`config.mk`:
```
export PLATFORM = sky130hd
export DESIGN_NAME = regfile_bypass_sb
export DESIGN_NICKNAME = d
export VERILOG_FILES = /design/src/rtl/rf_pkg.sv /design/src/rtl/rf_bypass_port.sv /design/src/rtl/regfile_bypass_sb.sv
export SDC_FILE = /design/constraint.sdc
export NUM_CORES = 2
export LEC_CHECK = 0
export CAP_MARGIN = 10
export CELL_PAD_IN_SITES_DETAIL_PLACEMENT = 0
export CELL_PAD_IN_SITES_GLOBAL_PLACEMENT = 1
export CORE_UTILIZATION = 46
export CTS_CLUSTER_SIZE = 10
export DETAILED_ROUTE_END_ITERATION = 10
export PLACE_DENSITY = 0.75
export SLEW_MARGIN = 20
export SYNTH_ARGS = -nofsm -noshare
export SYNTH_HDL_FRONTEND = slang
export SYNTH_HIERARCHICAL = 1
export SYNTH_SLANG_ARGS = --single-unit
```
`constraint.sdc`:
```
create_clock -name clk -period 3.4 [get_ports clk]
set_input_delay 0.68 -clock clk [delete_from_list [all_inputs] [get_ports clk]]
set_output_delay 0.68 -clock clk [all_outputs]
set_load 0.01 [all_outputs]
```
`src/rtl/rf_pkg.sv`:
```
`default_nettype none
// ============================================================================
// Module      : rf_pkg
// Description : Shared defaults and forwarding-source encoding for the
//               bypassing register file.
// Revision    : 1.0 - initial release
// ============================================================================
package rf_pkg;

    localparam int DATA_W_DEF = 32;
    localparam int ADDR_W_DEF = 5;
    localparam int ZERO_ADDR  = 0;

    typedef enum logic [2:0] {
        SRC_EX = 3'd0,
        SRC_ME = 3'd1,
        SRC_WB = 3'd2,
        SRC_LW = 3'd3,
        SRC_RF = 3'd4
    } fwd_src_t;

endpackage
`default_nettype wire

```
`src/rtl/rf_bypass_port.sv`:
```
`default_nettype none
// ============================================================================
// Module      : rf_bypass_port
// Description : One read port: youngest-first stage compare, data mux and
//               the port's contribution to the pipeline stall.
// Revision    : 1.0 - initial release
// ============================================================================
module rf_bypass_port
    import rf_pkg::*;
#(
    parameter int DATA_W   = DATA_W_DEF,
    parameter int ADDR_W   = ADDR_W_DEF,
    parameter int ZERO_REG = 1
) (
    input  logic [ADDR_W-1:0] i_rd_addr,
    input  logic              i_rd_use,
    input  logic [DATA_W-1:0] i_arr_data,
    input  logic              i_arr_pend,
    input  logic              i_ex_we,
    input  logic [ADDR_W-1:0] i_ex_waddr,
    input  logic [DATA_W-1:0] i_ex_wdata,
    input  logic              i_ex_dvalid,
    input  logic              i_me_we,
    input  logic [ADDR_W-1:0] i_me_waddr,
    input  logic [DATA_W-1:0] i_me_wdata,
    input  logic              i_me_dvalid,
    input  logic              i_wb_we,
    input  logic [ADDR_W-1:0] i_wb_waddr,
    input  logic [DATA_W-1:0] i_wb_wdata,
    input  logic              i_lw_we,
    input  logic [ADDR_W-1:0] i_lw_waddr,
    input  logic [DATA_W-1:0] i_lw_wdata,
    output logic [DATA_W-1:0] o_rd_data,
    output logic              o_stall,
    output fwd_src_t          o_src
);

    logic              w_is_zero;
    logic              w_ready;
    logic [DATA_W-1:0] w_data;

    always_comb begin
        w_is_zero = (ZERO_REG != 0) && (i_rd_addr == ADDR_W'(ZERO_ADDR));
        o_src     = SRC_RF;
        w_data    = i_arr_data;
        w_ready   = 1'b1;

        if (i_ex_we && (i_ex_waddr == i_rd_addr)) begin
            o_src   = SRC_EX;
            w_data  = i_ex_wdata;
            w_ready = i_ex_dvalid;
        end else if (i_me_we && (i_me_waddr == i_rd_addr)) begin
            o_src   = SRC_ME;
            w_data  = i_me_wdata;
            w_ready = i_me_dvalid;
        end else if (i_wb_we && (i_wb_waddr == i_rd_addr)) begin
            o_src   = SRC_WB;
            w_data  = i_wb_wdata;
        end else if (i_lw_we && (i_lw_waddr == i_rd_addr)) begin
            o_src   = SRC_LW;
            w_data  = i_lw_wdata;
        end

        // The pending bit only matters when no in-flight stage supplies the value
        o_rd_data = w_is_zero ? '0 : w_data;
        o_stall   = i_rd_use && !w_is_zero &&
                    (!w_ready || ((o_src == SRC_RF) && i_arr_pend));
    end

endmodule
`default_nettype wire

```
`src/rtl/regfile_bypass_sb.sv`:
```
`default_nettype none
// ============================================================================
// Module      : regfile_bypass_sb
// Description : Parametrised forwarding register file with a pending-write
//               scoreboard for long-latency results. Optional stall counter
//               enabled by defining RF_PERF_CNT_EN.
// Revision    : 1.0 - initial release
// ============================================================================
module regfile_bypass_sb
    import rf_pkg::*;
#(
    parameter int DATA_W   = DATA_W_DEF,
    parameter int ADDR_W   = ADDR_W_DEF,
    parameter int NUM_RD   = 2,
    parameter int ZERO_REG = 1
) (
    input  logic                     clk,
    input  logic                     rst,
    input  logic [NUM_RD*ADDR_W-1:0] rd_addr,
    input  logic [NUM_RD-1:0]        rd_use,
    output logic [NUM_RD*DATA_W-1:0] rd_data,
    output logic                     stall,
    input  logic                     iss_valid,
    input  logic                     iss_long,
    input  logic [ADDR_W-1:0]        iss_waddr,
    input  logic                     ex_we,
    input  logic [ADDR_W-1:0]        ex_waddr,
    input  logic [DATA_W-1:0]        ex_wdata,
    input  logic                     ex_dvalid,
    input  logic                     me_we,
    input  logic [ADDR_W-1:0]        me_waddr,
    input  logic [DATA_W-1:0]        me_wdata,
    input  logic                     me_dvalid,
    input  logic                     wb_we,
    input  logic [ADDR_W-1:0]        wb_waddr,
    input  logic [DATA_W-1:0]        wb_wdata,
    input  logic                     lw_we,
    input  logic [ADDR_W-1:0]        lw_waddr,
    input  logic [DATA_W-1:0]        lw_wdata
`ifdef RF_PERF_CNT_EN
    ,
    output logic [31:0]              stall_cycles
`endif
);

    localparam int DEPTH = 1 << ADDR_W;

    logic [DATA_W-1:0] r_mem [DEPTH];
    logic [DEPTH-1:0]  r_pend;

    logic              w_wb_ok;
    logic              w_lw_ok;
    logic              w_pend_set;
    logic [NUM_RD-1:0] w_port_stall;
    fwd_src_t          w_dbg_src_unused [NUM_RD];

    always_comb begin
        w_wb_ok    = wb_we && !((ZERO_REG != 0) && (wb_waddr == ADDR_W'(ZERO_ADDR)));
        w_lw_ok    = lw_we && !((ZERO_REG != 0) && (lw_waddr == ADDR_W'(ZERO_ADDR)));
        w_pend_set = iss_valid && !stall && iss_long &&
                     !((ZERO_REG != 0) && (iss_waddr == ADDR_W'(ZERO_ADDR)));
    end

    // WB is assigned after LW so the pipeline-ordered result wins a collision;
    // likewise a new issue's set overrides a same-address late-write clear.
    always_ff @(posedge clk) begin
        if (rst) begin
            for (int k = 0; k < DEPTH; k++) begin
                r_mem[k] <= '0;
            end
            r_pend <= '0;
        end else begin
            if (w_lw_ok) begin
                r_mem[lw_waddr] <= lw_wdata;
            end
            if (w_wb_ok) begin
                r_mem[wb_waddr] <= wb_wdata;
            end
            if (lw_we) begin
                r_pend[lw_waddr] <= 1'b0;
            end
            if (w_pend_set) begin
                r_pend[iss_waddr] <= 1'b1;
            end
        end
    end

    generate
        for (genvar gi = 0; gi < NUM_RD; gi++) begin : g_port
            logic [ADDR_W-1:0] w_addr;
            assign w_addr = rd_addr[gi*ADDR_W +: ADDR_W];

            rf_bypass_port #(
                .DATA_W   (DATA_W),
                .ADDR_W   (ADDR_W),
                .ZERO_REG (ZERO_REG)
            ) u_port (
                .i_rd_addr   (w_addr),
                .i_rd_use    (rd_use[gi]),
                .i_arr_data  (r_mem[w_addr]),
                .i_arr_pend  (r_pend[w_addr]),
                .i_ex_we     (ex_we),
                .i_ex_waddr  (ex_waddr),
                .i_ex_wdata  (ex_wdata),
                .i_ex_dvalid (ex_dvalid),
                .i_me_we     (me_we),
                .i_me_waddr  (me_waddr),
                .i_me_wdata  (me_wdata),
                .i_me_dvalid (me_dvalid),
                .i_wb_we     (wb_we),
                .i_wb_waddr  (wb_waddr),
                .i_wb_wdata  (wb_wdata),
                .i_lw_we     (lw_we),
                .i_lw_waddr  (lw_waddr),
                .i_lw_wdata  (lw_wdata),
                .o_rd_data   (rd_data[gi*DATA_W +: DATA_W]),
                .o_stall     (w_port_stall[gi]),
                .o_src       (w_dbg_src_unused[gi])
            );
        end
    endgenerate

    assign stall = |w_port_stall;

`ifdef RF_PERF_CNT_EN
    logic [31:0] r_stall_cycles;

    always_ff @(posedge clk) begin
        if (rst) begin
            r_stall_cycles <= '0;
        end else if (stall && (r_stall_cycles != 32'hFFFF_FFFF)) begin
            r_stall_cycles <= r_stall_cycles + 32'd1;
        end
    end

    assign stall_cycles = r_stall_cycles;
`endif

`ifndef SYNTHESIS
    always_ff @(posedge clk) begin
        if (!rst) begin
            assert (!(w_wb_ok && w_lw_ok && (wb_waddr == lw_waddr)))
                else $error("regfile_bypass_sb: WB and LW write the same register in one cycle");
        end
    end
`endif

endmodule
`default_nettype wire

```
# Word-level counts from Yosys, hierarchy flattened
# Memory sizes are Yosys's and may differ from the RTL's.
# Index checks and enable logic that the tools add are counted.
[classes]
n_reduce_logical = 39
n_eq_ne = 10
muxes = 47
bitwise = 3
magnitude_cmp = 6
[ops]
columns = ["op", "count"]
rows = [
  ["$mux W32", 15],
  ["$reduce_or A32 Y1", 2],
  ["$eq A5 B5 Y1", 8],
  ["$and A32 B32 Y32", 1],
  ["$not A32 Y32", 1],
  ["$or A32 B32 Y32", 1],
  ["$logic_not A5 Y1", 5],
  ["$lt A5 B6 Y1 const B", 4],
  ["$mux W3", 8],
  ["$logic_and A1 B1 Y1", 21],
  ["$mux W1", 18],
  ["$bmux W1 S5", 2],
  ["$demux W1 S5", 2],
  ["$ge A5 B1 Y1 const B", 2],
  ["$mux W5", 2],
  ["$logic_not A1 Y1", 8],
  ["$eq A3 B3 Y1 const B", 2],
  ["$logic_or A1 B1 Y1", 2],
  ["$reduce_or A2 Y1", 1],
]
[word_totals]
mem_count = 1
output_inout_bits = 65
input_bits = 175
ff_bits = 32
mem_bits_rw = 1024
[mem_list]
columns = ["memory", "words", "width", "rd", "rd_ports_with_merged_regs", "write_ports", "line", "text"]
rows = [
  ["r_mem", 32, 32, 2, 0, 32, "regfile_bypass_sb.sv:48", "logic [DATA_W-1:0] r_mem [DEPTH];"],
]

# Longest topological paths before layout
[depth]
depth_word = 16
depth_mapped = 15
ltp_nobuf = 12

# By module
# The synthesis kept the hierarchy.
[by_module_without_submodules]
columns = ["mod", "n_inst", "area_each_um2", "cells_per_inst"]
rows = [
  ["regfile_bypass_sb", 1, 61452.7, 5255],
  ["rf_bypass_port", 2, 2055.7, 316],
]

# Worst setup path before layout
# No wires, ideal clock.
[synth_timing]
path_kind = "input-to-reg"
from = "input rd_addr[6]"
to = "register r_pend[12]"
path_slack_ns = 0.058
cell_stages = 14
arrival_ns = 3.272
required_ns = 3.330
path_buffers = 4
cell_sequence = "clkbuf_1 > buf_2 > buf_2 > buf_2 > mux2i_1 > a22oi_1 > a31oi_1 > nand3_1 > nand4_1 > a21oi_1 > nor4bb_1 > nor3b_1 > nand2_1 > a21oi_1"
[synth_between]
elab_chain_cells = 16
[synth_rtl]
columns = ["item", "line", "text"]
rows = [
  ["from (decl)", "regfile_bypass_sb.sv:19", "input logic [NUM_RD*ADDR_W-1:0] rd_addr,"],
  ["$eq A5 B5 Y1", "rf_bypass_port.sv:59", "end else if (i_lw_we && (i_lw_waddr == i_rd_addr)) begin"],
  ["$logic_and A1 B1 Y1", "rf_bypass_port.sv:59", ""],
  ["$mux W3", "rf_bypass_port.sv:59", ""],
  ["$mux W3", "rf_bypass_port.sv:56", "end else if (i_wb_we && (i_wb_waddr == i_rd_addr)) begin"],
  ["$mux W3", "rf_bypass_port.sv:52", "end else if (i_me_we && (i_me_waddr == i_rd_addr)) begin"],
  ["$mux W3", "rf_bypass_port.sv:48", "if (i_ex_we && (i_ex_waddr == i_rd_addr)) begin"],
  ["$eq A3 B3 Y1", "rf_bypass_port.sv:67", "(!w_ready || ((o_src == SRC_RF) && i_arr_pend));"],
  ["$logic_and A1 B1 Y1", "rf_bypass_port.sv:67", ""],
  ["$logic_or A1 B1 Y1", "rf_bypass_port.sv:67", ""],
  ["$logic_and A1 B1 Y1 (*)", "rf_bypass_port.sv:66", "o_stall = i_rd_use && !w_is_zero &&"],
  ["via w_port_stall[1]", "regfile_bypass_sb.sv:54", "logic [NUM_RD-1:0] w_port_stall;"],
  ["$reduce_or A2 Y1 (*)", "regfile_bypass_sb.sv:123", "assign stall = |w_port_stall;"],
  ["$logic_not A1 Y1 (*)", "regfile_bypass_sb.sv:60", "w_pend_set = iss_valid && !stall && iss_long &&"],
  ["$logic_and A1 B1 Y1 (*) (3 in a row)", "regfile_bypass_sb.sv:60", ""],
  ["$mux W32 (*)", "regfile_bypass_sb.sv:82", "if (w_pend_set) begin"],
  ["to (signal assigned)", "regfile_bypass_sb.sv:71", "r_pend <= '0;"],
  ["to (signal, indexed assignment)", "regfile_bypass_sb.sv:80", "r_pend[lw_waddr] <= 1'b0;"],
  ["to (signal, indexed assignment)", "regfile_bypass_sb.sv:83", "r_pend[iss_waddr] <= 1'b1;"],
  ["to (decl)", "regfile_bypass_sb.sv:49", "logic [DEPTH-1:0] r_pend;"],
]
# The timed path passes the listed nets; every way through them passes the cells marked *. The select of a mux whose other input is x is not followed.
# A chain may end at the register's enable or synchronous reset.

# Worst setup path after layout
[layout_timing]
from = "input rd_addr[2]"
to = "output rd_data[1]"
[layout_between]
elab_chain_cells = 7
[layout_rtl]
columns = ["item", "line", "text"]
rows = [
  ["branches (longest 6 deep; another with $mem_v2 Z32 W32)", "--", ""],
  ["$mux W32 (*)", "rf_bypass_port.sv:65", "o_rd_data = w_is_zero ? '0 : w_data;"],
  ["to (decl)", "regfile_bypass_sb.sv:21", "output logic [NUM_RD*DATA_W-1:0] rd_data,"],
]
# Every way passes the cells marked *.

==> results.cfg <==
[detailed_routing]
via_per_inst = 7.21
wl_per_cell_um = 37.6
drc = 0
first_pass_iters = 9
vias = 62618
wl_um = 327000
drtIter0Drc = 9585
ant_nets = 0

[critical_path]
critPathKind = input port to output pin
worstPathArrival_ns = 3.18
crit_path_max_incr_delay_ns = 0.35
crit_top_cell = buf_6
cp-start-kind = input port
crit_required_ns = 2.72
end_kind = output pin
path_max_fanout = 7
slowest_stage = o311ai_4
crit_path_cell_trace = buf_8 > buf_6 > buf_6 > nor2_4 > buf_12 > buf_12 > buf_6 > buf_6 > nand2_2 > a31oi_1 > buf_4 > nand3_4 > a21boi_4 > o311ai_4 > buf_4 > a31oi_1 > buf_2

[clocking]
cts.sink_count = 1056
hold_buffers = 0
cts_buffer_depth = 3
path_clk_slew_ns = 0.05
clock_latency_ns = 0.80
cts_tree = yes
cts_root_buf = clkbuf_16
htree_num_levels = 4
cts_inserted_buffers = 131

[yosys]
synth_area_um2 = 65500
syn_area_per_cell_um2 = 11.2
yosysWarnings = 6
synth_cells = 5875

[layout]
multiInputGateArea_um2 = 35700
nets = 6897
fin_cells = 8690
drive_gt1_share_pct = 30.7
syn_to_final_growth_pct = 38.2
fill_cells = 10509
fin_util_pct = 64.0
regArea_um2 = 31400

[timing]
finalSetupViolCount = 65
fmax_mhz = 259
tightestPinTransition_ns = 1.29
fin_ws_ns = -0.462
relSlewSlack_pct = 13.6
period_needed_ns = 3.86
period_share_pct = 114
timing.hold.ws_ns = 0.491
drv_slew = 0
clock_skew_ns = 0.00727
rsz0062_at_grt = yes
finalHoldViolCount = 0

[place]
port-buffer-count = 239
dp.cells = 8145
place.gp.congestion = 0.988
hpwl_um = 204000

[power]
p_sw_mw = 10.8
max-vdd-ir-drop_uv = 538
powerDensity_nw_per_um2 = 406
p_leak_nw = 35.2
pwr-share-clk_pct = 35.3
internal_power_mw = 25.9
combPwrFrac_pct = 22.5
pwr-share-seq_pct = 42.1
p_sw_share_pct = 29.4

[min_path]
hold_class = flop to flop

[floorplanning]
start_util_pct = 46.3
fp.dieArea_um2 = 144000
ios = 240
placementRows = 138
dieHeight_um = 379
core_um2 = 141000
die_w_um = 379

[global_route]
grt_max_degree = 49
grt_pass1_wl_um = 439000
grt_use_total_pct = 43.5
grt_overflow = 0
grt_pass1_vias = 58721
antenna_found_initial = 21

[run_status]
outcome = complete, but fails checks
violations = setup timing

[run]
max_cap_violations = 0
flip-flops by register name (all words and copies together), names as in the netlist:
register,flops
r_mem,1024
r_pend,32
metal layers:
metal / up-vias / global-route usage, % / share of wire (%)
li1: 24853 / - / -
met1: 30955 / 54.8 / 36
met2: 5446 / 63.8 / 42
met3: 1338 / 17.2 / 16
met4: 26 / 23.2 / 6.2
met5: - / 0 / 0.13
final timing paths:
check                                   to  cells past startpoint  slack (ns)       start
worst max register to register   r_pend[4]                     14        1.01   r_pend[7]
worst min register to register  r_pend[25]                      2        0.49  r_pend[25]
worst min-delay path            r_pend[25]                      2        0.49  r_pend[25]
worst max-delay path            rd_data[1]                     17       -0.46  rd_addr[2]
cell usage in the layout (no fill, tap or decap), types with 40 or more instances in the layout:
cell type           n
nor3_4             57
a22oi_2            58
buf_6             148
clkbuf_16         151
edfxtp_1         1024
and3_1             58
buf_12            282
a22oi_1           140
nand3_2            67
a31oi_4            40
a21oi_1           203
buf_2              63
o21ai_0           136
clkdlybuf4s50_1   152
buf_4             661
nand2_1           417
mux2i_1          1017
nand3_1           108
a31oi_1            85
buf_16             62
a22o_1           1042
buf_8              54
nand3b_1           70
worst max-delay path, delay by kind of cell:
family,cells,cell delay [ns]
buf+inv,10,1.40
compound gates,4,0.77
simple gates,3,0.30
metrics by stage:
step	setup TNS (ns)	total power, mW	area [µm²]	setup slack, ns
after floorplan	0	18.6	65600	0.0586
after detailed placement	-103.97	22.0	76800	-1.77
after global placement	-107.40	22.0	76800	-1.78
final	-18.54	36.7	90500	-0.462
after CTS	-11.96	35.9	88000	-0.440
after global routing	-20.11	37.3	90500	-0.466
what timing repair did:
action                     in CTS  in global routing
resized for setup            1195                294
pin swaps                     333                206
gates cloned                   45                 15
setup endpoints to repair      65                 65
setup buffers                 223                131
final cells by class:
class	instances	area share (%)
multi-input combinational	4076	39.4
sequential	1056	34.7
timing repair buffer	1454	19.1
clock buffer	167	3.94
tap	1890	2.61
clock inverter	33	0.246
antenna	11	0.0304
inverter	3	0.0124
power by group through the flow:
stage / Clock, mW / Combinational, mW / Sequential, mW
6_report: 13.0 / 8.27 / 15.5
5_1_grt: 13.4 / 8.35 / 15.5
4_1_cts: 12.9 / 7.53 / 15.4
3_5_place_dp: 0 / 6.34 / 15.7
3_3_place_gp: 0 / 6.32 / 15.6
2_1_floorplan: 0 / 3.05 / 15.6
Power figures use the tool's default switching activity.
